--- src/rtl/uart_tx_cfg.sv ---
// Runtime-configurable UART transmitter: start, 1..DBIT_MAX data bits LSB first,
// optional even/odd parity, 1 or 2 stop bits, plus a line-break hold mode.
module uart_tx_cfg #(
    parameter int DBIT_MAX = 8,
    parameter int SB_TICK  = 16
) (
    input  logic                clk,
    input  logic                reset,
    input  logic                s_tick,
    input  logic                tx_start,
    input  logic [DBIT_MAX-1:0] tx_dataIn,
    input  logic [3:0]          data_bits,
    input  logic [1:0]          parity_mode,
    input  logic                stop2,
    input  logic                tx_break,
    output logic                tx,
    output logic                tx_busy,
    output logic                tx_done_tick,
    output logic [2:0]          dbgState
);
    typedef enum logic [2:0] {IDLE, BREAK, START, DATA, PARITY, STOP} stateT;

    localparam int              TW        = (SB_TICK > 1) ? $clog2(SB_TICK) : 1;
    localparam logic [TW-1:0]   TICK_LAST = TW'(SB_TICK - 1);
    localparam logic [3:0]      DBITS_MAX = 4'(DBIT_MAX);

    stateT                state;
    logic [TW-1:0]        tickCnt;
    logic [3:0]           bitCnt;
    logic [DBIT_MAX-1:0]  shData;
    logic [3:0]           shBits;
    logic                 shParEn;
    logic                 shParBit;
    logic                 shStop2;
    logic [3:0]           resolvedBits;
    logic                 maskedXor;
    logic                 tickEnd;

    // Out-of-range lengths fall back to the full width; parity only covers sent bits.
    always_comb begin
        resolvedBits = data_bits;
        if (data_bits == 4'd0 || data_bits > DBITS_MAX)
            resolvedBits = DBITS_MAX;
        maskedXor = 1'b0;
        for (int i = 0; i < DBIT_MAX; i++)
            if (4'(i) < resolvedBits)
                maskedXor = maskedXor ^ tx_dataIn[i];
    end

    assign tickEnd  = s_tick && (tickCnt == TICK_LAST);
    assign tx_busy  = (state != IDLE);
    assign dbgState = state;

    always_ff @(posedge clk) begin
        if (reset) begin
            state        <= IDLE;
            tickCnt      <= '0;
            bitCnt       <= '0;
            shData       <= '0;
            shBits       <= '0;
            shParEn      <= 1'b0;
            shParBit     <= 1'b0;
            shStop2      <= 1'b0;
            tx           <= 1'b1;
            tx_done_tick <= 1'b0;
        end else begin
            tx_done_tick <= 1'b0;
            if (s_tick && state != IDLE && state != BREAK && !tickEnd)
                tickCnt <= tickCnt + 1'b1;
            case (state)
                IDLE: begin
                    // The FIFO still shows the popped word during the done cycle.
                    if (tx_break) begin
                        state <= BREAK;
                        tx    <= 1'b0;
                    end else if (tx_start && !tx_done_tick) begin
                        state    <= START;
                        tx       <= 1'b0;
                        tickCnt  <= '0;
                        bitCnt   <= '0;
                        shData   <= tx_dataIn;
                        shBits   <= resolvedBits;
                        shParEn  <= (parity_mode == 2'b01) || (parity_mode == 2'b10);
                        shParBit <= maskedXor ^ (parity_mode == 2'b10);
                        shStop2  <= stop2;
                    end
                end
                BREAK: begin
                    if (!tx_break) begin
                        state <= IDLE;
                        tx    <= 1'b1;
                    end
                end
                START: begin
                    if (tickEnd) begin
                        tickCnt <= '0;
                        state   <= DATA;
                        tx      <= shData[0];
                    end
                end
                DATA: begin
                    if (tickEnd) begin
                        tickCnt <= '0;
                        if (bitCnt == shBits - 4'd1) begin
                            bitCnt <= '0;
                            if (shParEn) begin
                                state <= PARITY;
                                tx    <= shParBit;
                            end else begin
                                state <= STOP;
                                tx    <= 1'b1;
                            end
                        end else begin
                            bitCnt <= bitCnt + 4'd1;
                            shData <= shData >> 1;
                            tx     <= shData[1];
                        end
                    end
                end
                PARITY: begin
                    if (tickEnd) begin
                        tickCnt <= '0;
                        state   <= STOP;
                        tx      <= 1'b1;
                    end
                end
                STOP: begin
                    // bitCnt marks the first stop bit done when two are requested.
                    if (tickEnd) begin
                        tickCnt <= '0;
                        if (shStop2 && bitCnt == 4'd0) begin
                            bitCnt <= 4'd1;
                        end else begin
                            bitCnt       <= '0;
                            state        <= IDLE;
                            tx_done_tick <= 1'b1;
                        end
                    end
                end
                default: begin
                    state <= IDLE;
                    tx    <= 1'b1;
                end
            endcase
        end
    end
endmodule

--- config.mk ---
export PLATFORM = sky130hd
export DESIGN_NAME = uart_tx_cfg
export DESIGN_NICKNAME = d
export VERILOG_FILES = /design/src/rtl/uart_tx_cfg.sv
export SDC_FILE = /design/constraint.sdc
export NUM_CORES = 1
export LEC_CHECK = 0
export BUFFER_PORTS_ARGS = -buffer_cell sky130_fd_sc_hd__buf_2
export CORE_ASPECT_RATIO = 0.5
export CORE_UTILIZATION = 51
export CTS_CLUSTER_SIZE = 16
export DETAILED_ROUTE_END_ITERATION = 8
export PLACE_DENSITY = 0.85
export SLEW_MARGIN = 20
export SYNTH_ARGS = -nofsm -noshare
export SYNTH_HDL_FRONTEND = slang
export SYNTH_SLANG_ARGS = --single-unit
--- constraint.sdc ---
create_clock -name clk -period 1.9 [get_ports clk]
set_clock_uncertainty 0.1 [all_clocks]
set_input_delay 0.095 -clock clk [delete_from_list [all_inputs] [get_ports clk]]
set_output_delay 0.095 -clock clk [all_outputs]
set_load 0.02 [all_outputs]
==> results of run 1 <==
==> final cells by class <==
| cell class | count | area share |
|---|---|---|
| tap | 48 | 0.0262 |
| clock buffer | 4 | 0.0240 |
| timing repair buffer | 53 | 0.151 |
| sequential | 28 | 0.246 |
| multi-input combinational | 180 | 0.542 |
| inverter | 7 | 0.0114 |
==> metrics by stage <==
stage | std cells | power (mW) | worst slack, ns
3_3_place_gp | 308 | 1.46 | 0.0407
2_1_floorplan | 227 | 1.27 | 0.00149
4_1_cts | 315 | 1.88 | 0.00843
3_5_place_dp | 308 | 1.49 | -0.118
5_1_grt | 320 | 2.04 | -0.102
6_report | 320 | 1.95 | -0.00948
==> power by group through the flow <==
stage	clock network (mW)	logic, mW	registers (mW)
after floorplan	0	0.515	0.751
after global placement	0	0.713	0.742
after detailed placement	0	0.740	0.747
after CTS	0.384	0.765	0.734
after global routing	0.405	0.885	0.748
final	0.387	0.820	0.739
==> flip-flops by register name (all words and copies together) (netlist names), 3 cells and up <==
register,flops
dbgState,3
tickCnt,4
bitCnt,4
shBits,4
shData,8
==> worst max-delay path by stage <==
stage | end | slack (ns)
CTS | shData[1]$_SDFFE_PP0P_ | 0.008
floorplan | shData[1]$_SDFFE_PP0P_ | 0.001
detailed placement | shData[2]$_SDFFE_PP0P_ | -0.12
global placement | bitCnt[2]$_SDFFE_PP0P_ | 0.04
global route | shData[6]$_SDFFE_PP0P_ | -0.10
finish | shData[1]$_SDFFE_PP0P_ | -0.009
==> placed cells by master (no fill, tap or decap), types with 3 or more instances in the layout <==
cell           count
clkbuf_8           4
a21o_1             3
ha_1               5
dlygate4sd3_1      3
nand3b_1           4
a311oi_1           5
xor2_1             8
or2_2              3
dfxtp_1           25
nand3_1            9
a21oi_1           14
a211oi_1           4
o21ai_0            6
buf_4             24
o211ai_1           3
buf_2             25
nand4_1            4
nor2_1            16
inv_1              5
nand2_1           30
nor2b_1            4
dfxtp_2            3
nor3_1            12
a311oi_2           3
==> cells by family (layout without fill, tap and decap cells) <==
family	Yosys count	in the layout	share of synthesized area
AND/OR/NAND/NOR	101	101	0.284
AO/OA/AOI/OAI	58	58	0.234
flip-flops	28	28	0.305
buffers and inverters	19	64	0.0531
XOR/XNOR	14	14	0.0782
adder cells (fa/ha/maj)	6	6	0.0408
multiplexers	1	1	0.00544
==> what timing repair did <==
item                                   CTS  global route
buffers inserted                         0             5
gates resized for setup                  9            10
hold buffers                             3             0
endpoints found under the hold margin    3             0
setup endpoints to repair                9            13
pin swaps                                3             5
==> routing by layer <==
| layer | vias to the layer above | routed length [um] | track usage |
|---|---|---|---|
| met5 | - | 0 | 0 |
| met4 | 0 | 87 | 0.0700 |
| met3 | 13 | 262 | 0.0504 |
| met2 | 70 | 2200 | 0.435 |
| met1 | 882 | 2220 | 0.329 |
| li1 | 917 | - | - |
==> worst min-delay path: cells and delay by family <==
family / cells / cell delay (ns)
simple gates: 1 / 0.05
buf+inv: 1 / 0.11
compound gates: 1 / 0.09
==> impl_metrics.yaml, run 1 <==
cells_and_area:
  area_delta_synth_final_pct: 24.8
  layout-drive-gt1-share: 0.305
  diodes: 0
  fill_cells: 257
  seq_area_um2: 564
  fin_nets: 299
  fin_area_mm2: 0.00230
  utilization: 0.716
  multi_input_area_mm2: 0.00124
route:
  drt-vias-per-instance: 5.88
  routed_wirelength_um: 4770
  dr.pass1.iters: 4
  ant_nets: 0
  wl_per_cell_um: 14.9
  drc_errors: 0
  vias: 1882
  drt-initial-drc-count: 185
pwr:
  leakagePower_nw: 0.933
  ir_drop_v: 0.000368
  internal-power_mw: 1.20
  combPwrFrac: 0.421
  clkPwrFrac: 0.199
  power_density_mw_per_mm2: 848
  power_switching_uw: 746
  p_sw_frac: 0.383
  seqPwrFrac: 0.380
sta:
  whs_ns: 0.00888
  fmax_ghz: 0.524
  drv_slew: 0
  rsz0062_at_grt: "yes"
  max_slew.worst_pin.slew_ns: 0.530
  slew_headroom: 0.647
  setup_tns_ns: -0.00948
  period_minus_slack_ns: 1.91
  setup_ws_ns: -0.00948
  hold_viol_final: 0
  period_share: 1.00
  setup_viol: 1
worst_setup_path:
  crit_path_end_kind: "register"
  reg2reg_slack_ns: -0.009
  slowest_delay_ns: 0.34
  start_kind: "register"
  crit_chain: "inv_2 > ha_4 > xnor3_1 > and3_4 > a211oi_4 > buf_4 > nor3_1 > a311oi_2"
  cp.required_ns: 2.00
  r2r-start: "shBits[0]$_SDFFE_PP0P_"
  worstPathArrival_ns: 2.01
  worst_path_max_delay_cell: "dfxtp_2"
  r2r_end: "shData[1]$_SDFFE_PP0P_"
  r2r_cells: 8
  crit_start: "shBits[0]$_SDFFE_PP0P_"
  crit_type: "reg -> reg"
  cp_max_fo: 3
  path_buf_inv: 2
  cpLargestDelayFamily: "compound AO/OA/AOI/OAI gates"
  path_depth: 8
worst_hold_path:
  holdPathEnd: "shData[3]$_SDFFE_PP0P_"
  worstHoldPathType: "in -> reg"
  hold_depth: 3
  min_from: "tx_dataIn[3]"
grt:
  antenna_found_initial: 0
  grt_pass1_vias: 1686
  grt.overflow.total: 0
  grt_pass1_wl_um: 7470
  grt_max_degree: 28
  track_usage: 0.253
synth:
  ys.flop_type: "dfxtp_1"
  avgSynthCellArea_um2: 8.10
  yosys.area.top_type_share: 0.305
  synth_seq_cells: 28
  synth.largest_area_cell: "dfxtp_1"
  syn_area_mm2: 0.00184
  synth_most_common_cell: "nand2_1"
  synth_cell_type_count: 56
  synth_edf_count: 0
  synthCells: 227
  synth_area_leaders: "dfxtp_1, nand2_1, xor2_1"
  yosys_warnings: 0
  ys_seq_area_frac: 0.305
  async_reset_ff_frac: 0
  synth_nets: 253
  synth_common_cells: "nand2_1, dfxtp_1, nor2_1"
die:
  ioPinCount: 26
  dieHeight_um: 44.5
  row_count: 14
  die_area_mm2: 0.00387
  coreArea_mm2: 0.00321
  start_util: 0.574
  die_w_um: 86.9
clock_tree:
  clk_pin_slew_worst_paths_ns: 0.10
  clock_tree.root_cell: "clkbuf_8"
  cts.path.max_buffers: 2
  cts_max_level: 1
  numCtsBuffers: 3
  clock_sinks: 28
  clock_latency_ns: 0.28
  cts_tree: "yes"
run_status:
  status: "complete, but fails checks"
  failed_checks: "negative setup slack"
place:
  globalplace.congestion: 0.892
  dpl_cell_area_mm2: 0.00210
  dp.final_hpwl_um: 3330
  io_buffers: 25
flow_run:
  drv_cap: 0
Note: power is estimated with default switching activity, not from simulation.
==> inputs of run 2 (changes only) <==
- GPL_TIMING_DRIVEN: unset -> 0
==> run 2 against run 1 <==
  * The flow finishes with violations (negative hold slack, negative setup slack)
  * Sequential share of layout area rose by 0.26 points
  * Global-route usage rose by 1.2 points
  * Highest routed layer unchanged
  * Critical endpoint unchanged
  * Setup slack got worse by 0.13 ns
  * First-iteration DRC count fell by 11%
  * Worst hold slack got worse by 0.013 ns
==> impl_metrics.yaml, run 2 (synthesized netlist as in run 1, its figures left out) <==
route:
  dr.pass1.iters: 5
  drc_errors: 0
  vias: 1930
  drt-vias-per-instance: 6.13
  drt-initial-drc-count: 165
  routed_wirelength_um: 5040
  wl_per_cell_um: 16.0
  ant_nets: 0
worst_setup_path:
  crit_type: "reg -> reg"
  crit_path_end_kind: "register"
  path_depth: 8
  worst_path_max_delay_cell: "dfxtp_4"
  cp_max_fo: 7
  path_buf_inv: 2
  crit_chain: "inv_2 > ha_4 > xor2_2 > and3_4 > a211oi_4 > or2_1 > buf_6 > a311oi_2"
  cpLargestDelayFamily: "simple AND/OR/NAND/NOR gates"
  r2r_cells: 8
  worstPathArrival_ns: 2.14
  start_kind: "register"
  cp.required_ns: 2.00
  slowest_delay_ns: 0.39
sta:
  max_slew.worst_pin.slew_ns: 0.619
  rsz0062_at_grt: "yes"
  whs_ns: -0.00438
  period_minus_slack_ns: 2.04
  setup_viol: 8
  period_share: 1.07
  setup_ws_ns: -0.135
  drv_slew: 0
  slew_headroom: 0.587
  fmax_ghz: 0.491
  hold_viol_final: 1
  setup_tns_ns: -0.787
cells_and_area:
  area_delta_synth_final_pct: 26.0
  multi_input_area_mm2: 0.00129
  utilization: 0.723
  layout_commonest_cell: "nand2_1"
  layout-drive-gt1-share: 0.322
  largest_reg_flops: 8
  regMostFlops: "shData"
  seq_area_um2: 576
  fin_area_mm2: 0.00232
  fin_nets: 294
  fill_cells: 219
  diodes: 0
  final_cell_mix: "nand2_1, buf_2, dfxtp_1, nor2_1"
die:
  die_area_mm2: 0.00387
  coreArea_mm2: 0.00321
  dieHeight_um: 44.5
  row_count: 14
  ioPinCount: 26
  die_w_um: 86.9
  start_util: 0.574
clock_tree:
  cts.path.max_buffers: 2
  cts_tree: "yes"
  clock_sinks: 28
  numCtsBuffers: 3
  clock_latency_ns: 0.28
  clock_tree.root_cell: "clkbuf_8"
  clk_pin_slew_worst_paths_ns: 0.10
  cts_max_level: 1
pwr:
  ir_drop_v: 0.000292
  leakagePower_nw: 0.901
  power_density_mw_per_mm2: 830
flow_run:
  drv_cap: 0
place:
  dp_slack_ns: -0.188
  dpl_cell_area_mm2: 0.00201
  dp.final_hpwl_um: 3170
  io_buffers: 22
  globalplace.congestion: 0.879
worst_hold_path:
  hold_depth: 3
  worstHoldPathType: "in -> reg"
grt:
  grt_pass1_vias: 1648
  grt_pass1_wl_um: 7710
  grt_max_degree: 16
  antenna_found_initial: 0
  grt.overflow.total: 0
  track_usage: 0.264
run_status:
  failed_checks: "negative hold slack, negative setup slack"
  status: "complete, but fails checks"
[run 2: cell types whose count changed in the layout (fill, tap and decap cells not counted), sizes merged]
cell,previous run,this run
buf,50,39
clkbuf,4,9
dlygate4sd3,3,4
[run 2: worst paths after layout]
check                    startpoint                      to  slack (ns)
min                    tx_dataIn[3]  shData[3]$_SDFFE_PP0P_      -0.004
min reg2reg  shBits[1]$_SDFFE_PP0P_  shBits[1]$_SDFFE_PP0P_        0.39
max          shBits[0]$_SDFFE_PP0P_  shData[1]$_SDFFE_PP0P_       -0.14
max reg2reg  shBits[0]$_SDFFE_PP0P_  shData[1]$_SDFFE_PP0P_       -0.14
[run 2: cell type report]
class	instances	share of cell area
Multi-Input combinational cell	180	0.557
Sequential cell	28	0.248
Timing Repair Buffer	37	0.100
Inverter	7	0.0113
Clock buffer	4	0.0238
Buffer	11	0.0329
Tap cell	48	0.0259
[run 2: report_power, final]
group	switching [mW]	internal, mW
registers	0.0568	0.658
logic	0.494	0.331
clock network	0.198	0.186
total	0.749	1.18
[run 2: worst min-delay path, stage by stage]
cell and delay (ns):
buf_2 0.11, nand2_1 0.05, a311oi_1 0.08
[run 2: metrics by stage]
step	instances	power [mW]
3_3_place_gp	297	1.42
6_report	315	1.92
3_5_place_dp	297	1.44
5_1_grt	315	2.03
2_1_floorplan	227	1.27
4_1_cts	314	1.85
[run 2: repair_timing]
item	4_1_cts	5_1_grt
setup buffers	9	2
pin swaps	10	6
resized for setup	17	24
hold buffers	4	0
hold endpoints to repair	4	0
endpoints found under the setup margin	20	20
[run 2: per-layer routing]
layer  wire, um  global-route usage  share of wire  vias up
li1           -                   -              -      904
met1       2190               0.341           0.44      910
met2       2380               0.449           0.47      100
met3        371              0.0634          0.074       16
met4         93              0.0733          0.018        0
met5          0                   0              0        -
==> inputs of run 3 (changes only) <==
--- a/config.mk
+++ b/config.mk
@@ -9,3 +9,3 @@
 export CORE_ASPECT_RATIO = 0.5
-export CORE_UTILIZATION = 51
+export CORE_UTILIZATION = 52
 export CTS_CLUSTER_SIZE = 16
@@ -13,3 +13,3 @@
 export GPL_TIMING_DRIVEN = 0
-export PLACE_DENSITY = 0.85
+export PLACE_DENSITY = 0.83
 export SLEW_MARGIN = 20
==> constraint.sdc (replaced) <==
create_clock -name clk -period 2.3 [get_ports clk]
set_clock_uncertainty 0.1 [all_clocks]
set_input_delay 0.69 -clock clk [delete_from_list [all_inputs] [get_ports clk]]
set_output_delay 0.69 -clock clk [all_outputs]
set_load 0.02 [all_outputs]
==> run 3 against run 2 <==
  * The run now ends clean
  * First-iteration DRC count shrank 20%
  * Via count decreased by 9.0%
  * Worst hold slack better by 0.37 ns
  * Critical endpoint is now tx_busy
==> impl_metrics.yaml, run 3 (synthesized netlist as in run 1, its figures left out) <==
clock_tree:
  ctsHoldBuffers: 0
  cts_tree: "yes"
  clock_sinks: 28
  cts_max_level: 1
  clock_latency_ns: 0.28
  clock_tree.root_cell: "clkbuf_8"
  cts_resized: 0
  clk_pin_slew_worst_paths_ns: 0.09
  numCtsBuffers: 3
  post_cts_buffers: 0
  cts.path.max_buffers: 2
pwr:
  clkPwrFrac: 0.207
  leakagePower_nw: 0.804
  power_switching_uw: 563
  ir_drop_v: 0.000310
  power_density_mw_per_mm2: 727
  combPwrFrac: 0.400
  internal-power_uw: 939
  p_sw_frac: 0.375
  seqPwrFrac: 0.394
cells_and_area:
  fill_cells: 287
  layout_commonest_cell: "nand2_1"
  utilization: 0.648
  layout-drive-gt1-share: 0.182
  final_cell_mix: "nand2_1, dfxtp_1, buf_2, nor2_1, a21oi_1"
  regMostFlops: "shData"
  area_delta_synth_final_pct: 12.2
  fin_nets: 280
  fin_area_mm2: 0.00206
  diodes: 0
  largest_reg_flops: 8
route:
  drt-vias-per-instance: 5.84
  drt-initial-drc-count: 132
  drc_errors: 0
  ant_nets: 0
  routed_wirelength_um: 4180
  wl_per_cell_um: 13.9
  dr.pass1.iters: 7
  vias: 1757
worst_setup_path:
  cp_max_fo: 10
  crit_type: "reg -> out"
  crit_top_cell: "buf_2"
  cp.required_ns: 1.51
  crit_path_end_kind: "primary output"
  crit_chain: "buf_2 > or3_1 > buf_2"
  worst_path_max_delay_cell: "or3_1"
  worstPathArrival_ns: 1.40
  cpLargestDelayFamily: "simple AND/OR/NAND/NOR gates"
  slowest_delay_ns: 0.41
  start_kind: "register"
  path_buf_inv: 2
sta:
  hold_viol_final: 0
  period_minus_slack_ns: 2.19
  setup_ws_ns: 0.112
  rsz0062_at_grt: "no"
  slew_headroom: 0.567
  period_share: 0.951
  max_slew.worst_pin.slew_ns: 0.641
  whs_ns: 0.365
  drv_slew: 0
  fmax_ghz: 0.457
  setup_viol: 0
  setup_tns_ns: 0
place:
  dp_slack_ns: -0.107
  io_buffers: 22
  globalplace.congestion: 0.878
  dpl_cell_area_mm2: 0.00201
  dp.final_hpwl_um: 3140
die:
  die_area_mm2: 0.00379
  start_util: 0.577
  coreArea_mm2: 0.00319
  row_count: 14
  ioPinCount: 26
  die_w_um: 86.1
  dieHeight_um: 44.1
grt:
  track_usage: 0.237
  antenna_found_initial: 0
  grt.overflow.total: 0
  grt_pass1_vias: 1538
  grt_pass1_wl_um: 6870
  grt_max_degree: 16
worst_hold_path:
  worstHoldPathType: "reg -> reg"
flow_run:
  drv_cap: 0
run_status:
  status: "complete, no violations"
==> run 3: cell count changes in the layout (fill, tap and decap cells not counted), moves of 3 or more <==
cell	delta
buf_4	-10
dfxtp_1	+6
dlygate4sd3_1	-4
a311oi_1	+3
a311oi_2	-3
clkbuf_1	+3
dfxtp_2	-3
dfxtp_4	-3
inv_1	+3
inv_2	-3
o21ai_0	+3
==> run 3: path summary, 6_finish.rpt <==
check	startpoint	endpoint	slack [ns]	cells past startpoint
max	dbgState[1]$_SDFFE_PP0P_	tx_busy	0.11	3
min reg2reg	shStop2$_SDFFE_PP0P_	shStop2$_SDFFE_PP0P_	0.37	2
min	shStop2$_SDFFE_PP0P_	shStop2$_SDFFE_PP0P_	0.37	2
max reg2reg	tickCnt[0]$_SDFF_PP0_	dbgState[1]$_SDFFE_PP0P_	0.15	6
==> run 3: power groups by stage <==
stage | Clock, mW | Combinational [mW] | Sequential (mW)
after floorplan | 0 | 0.426 | 0.620
after global placement | 0 | 0.575 | 0.599
after detailed placement | 0 | 0.593 | 0.602
after CTS | 0.314 | 0.597 | 0.591
after global routing | 0.332 | 0.663 | 0.600
final | 0.310 | 0.600 | 0.591
==> run 3: metal layers <==
metal  GRT usage  part of all wire  vias to the layer above
met5           0                 0                        -
met4      0.0633             0.011                        0
met3      0.0504             0.080                        8
met2       0.389              0.44                       74
met1       0.324              0.47                      792
li1            -                 -                      883
==> run 3: metrics by stage <==
step,instances,power (mW)
6_report,301,1.50
4_1_cts,301,1.50
3_5_place_dp,297,1.19
3_3_place_gp,297,1.17
5_1_grt,301,1.60
2_1_floorplan,227,1.05
==> run 3: area by class of cell <==
type	count	area (um^2)	share of cell area
Buffer	12	71.3	0.0345
Clock buffer	4	55.1	0.0267
Inverter	7	26.3	0.0127
Multi-Input combinational cell	180	1180	0.572
Sequential cell	28	561	0.272
Tap cell	48	60.1	0.0291
Timing Repair Buffer	22	110	0.0533
==> run 3: worst min-delay path, delay by kind of cell, from the launching register on <==
family	cells	cell delay, ns
AND/OR/NAND/NOR	1	0.05
AO/OA/AOI/OAI	1	0.05
flip-flops	1	0.32
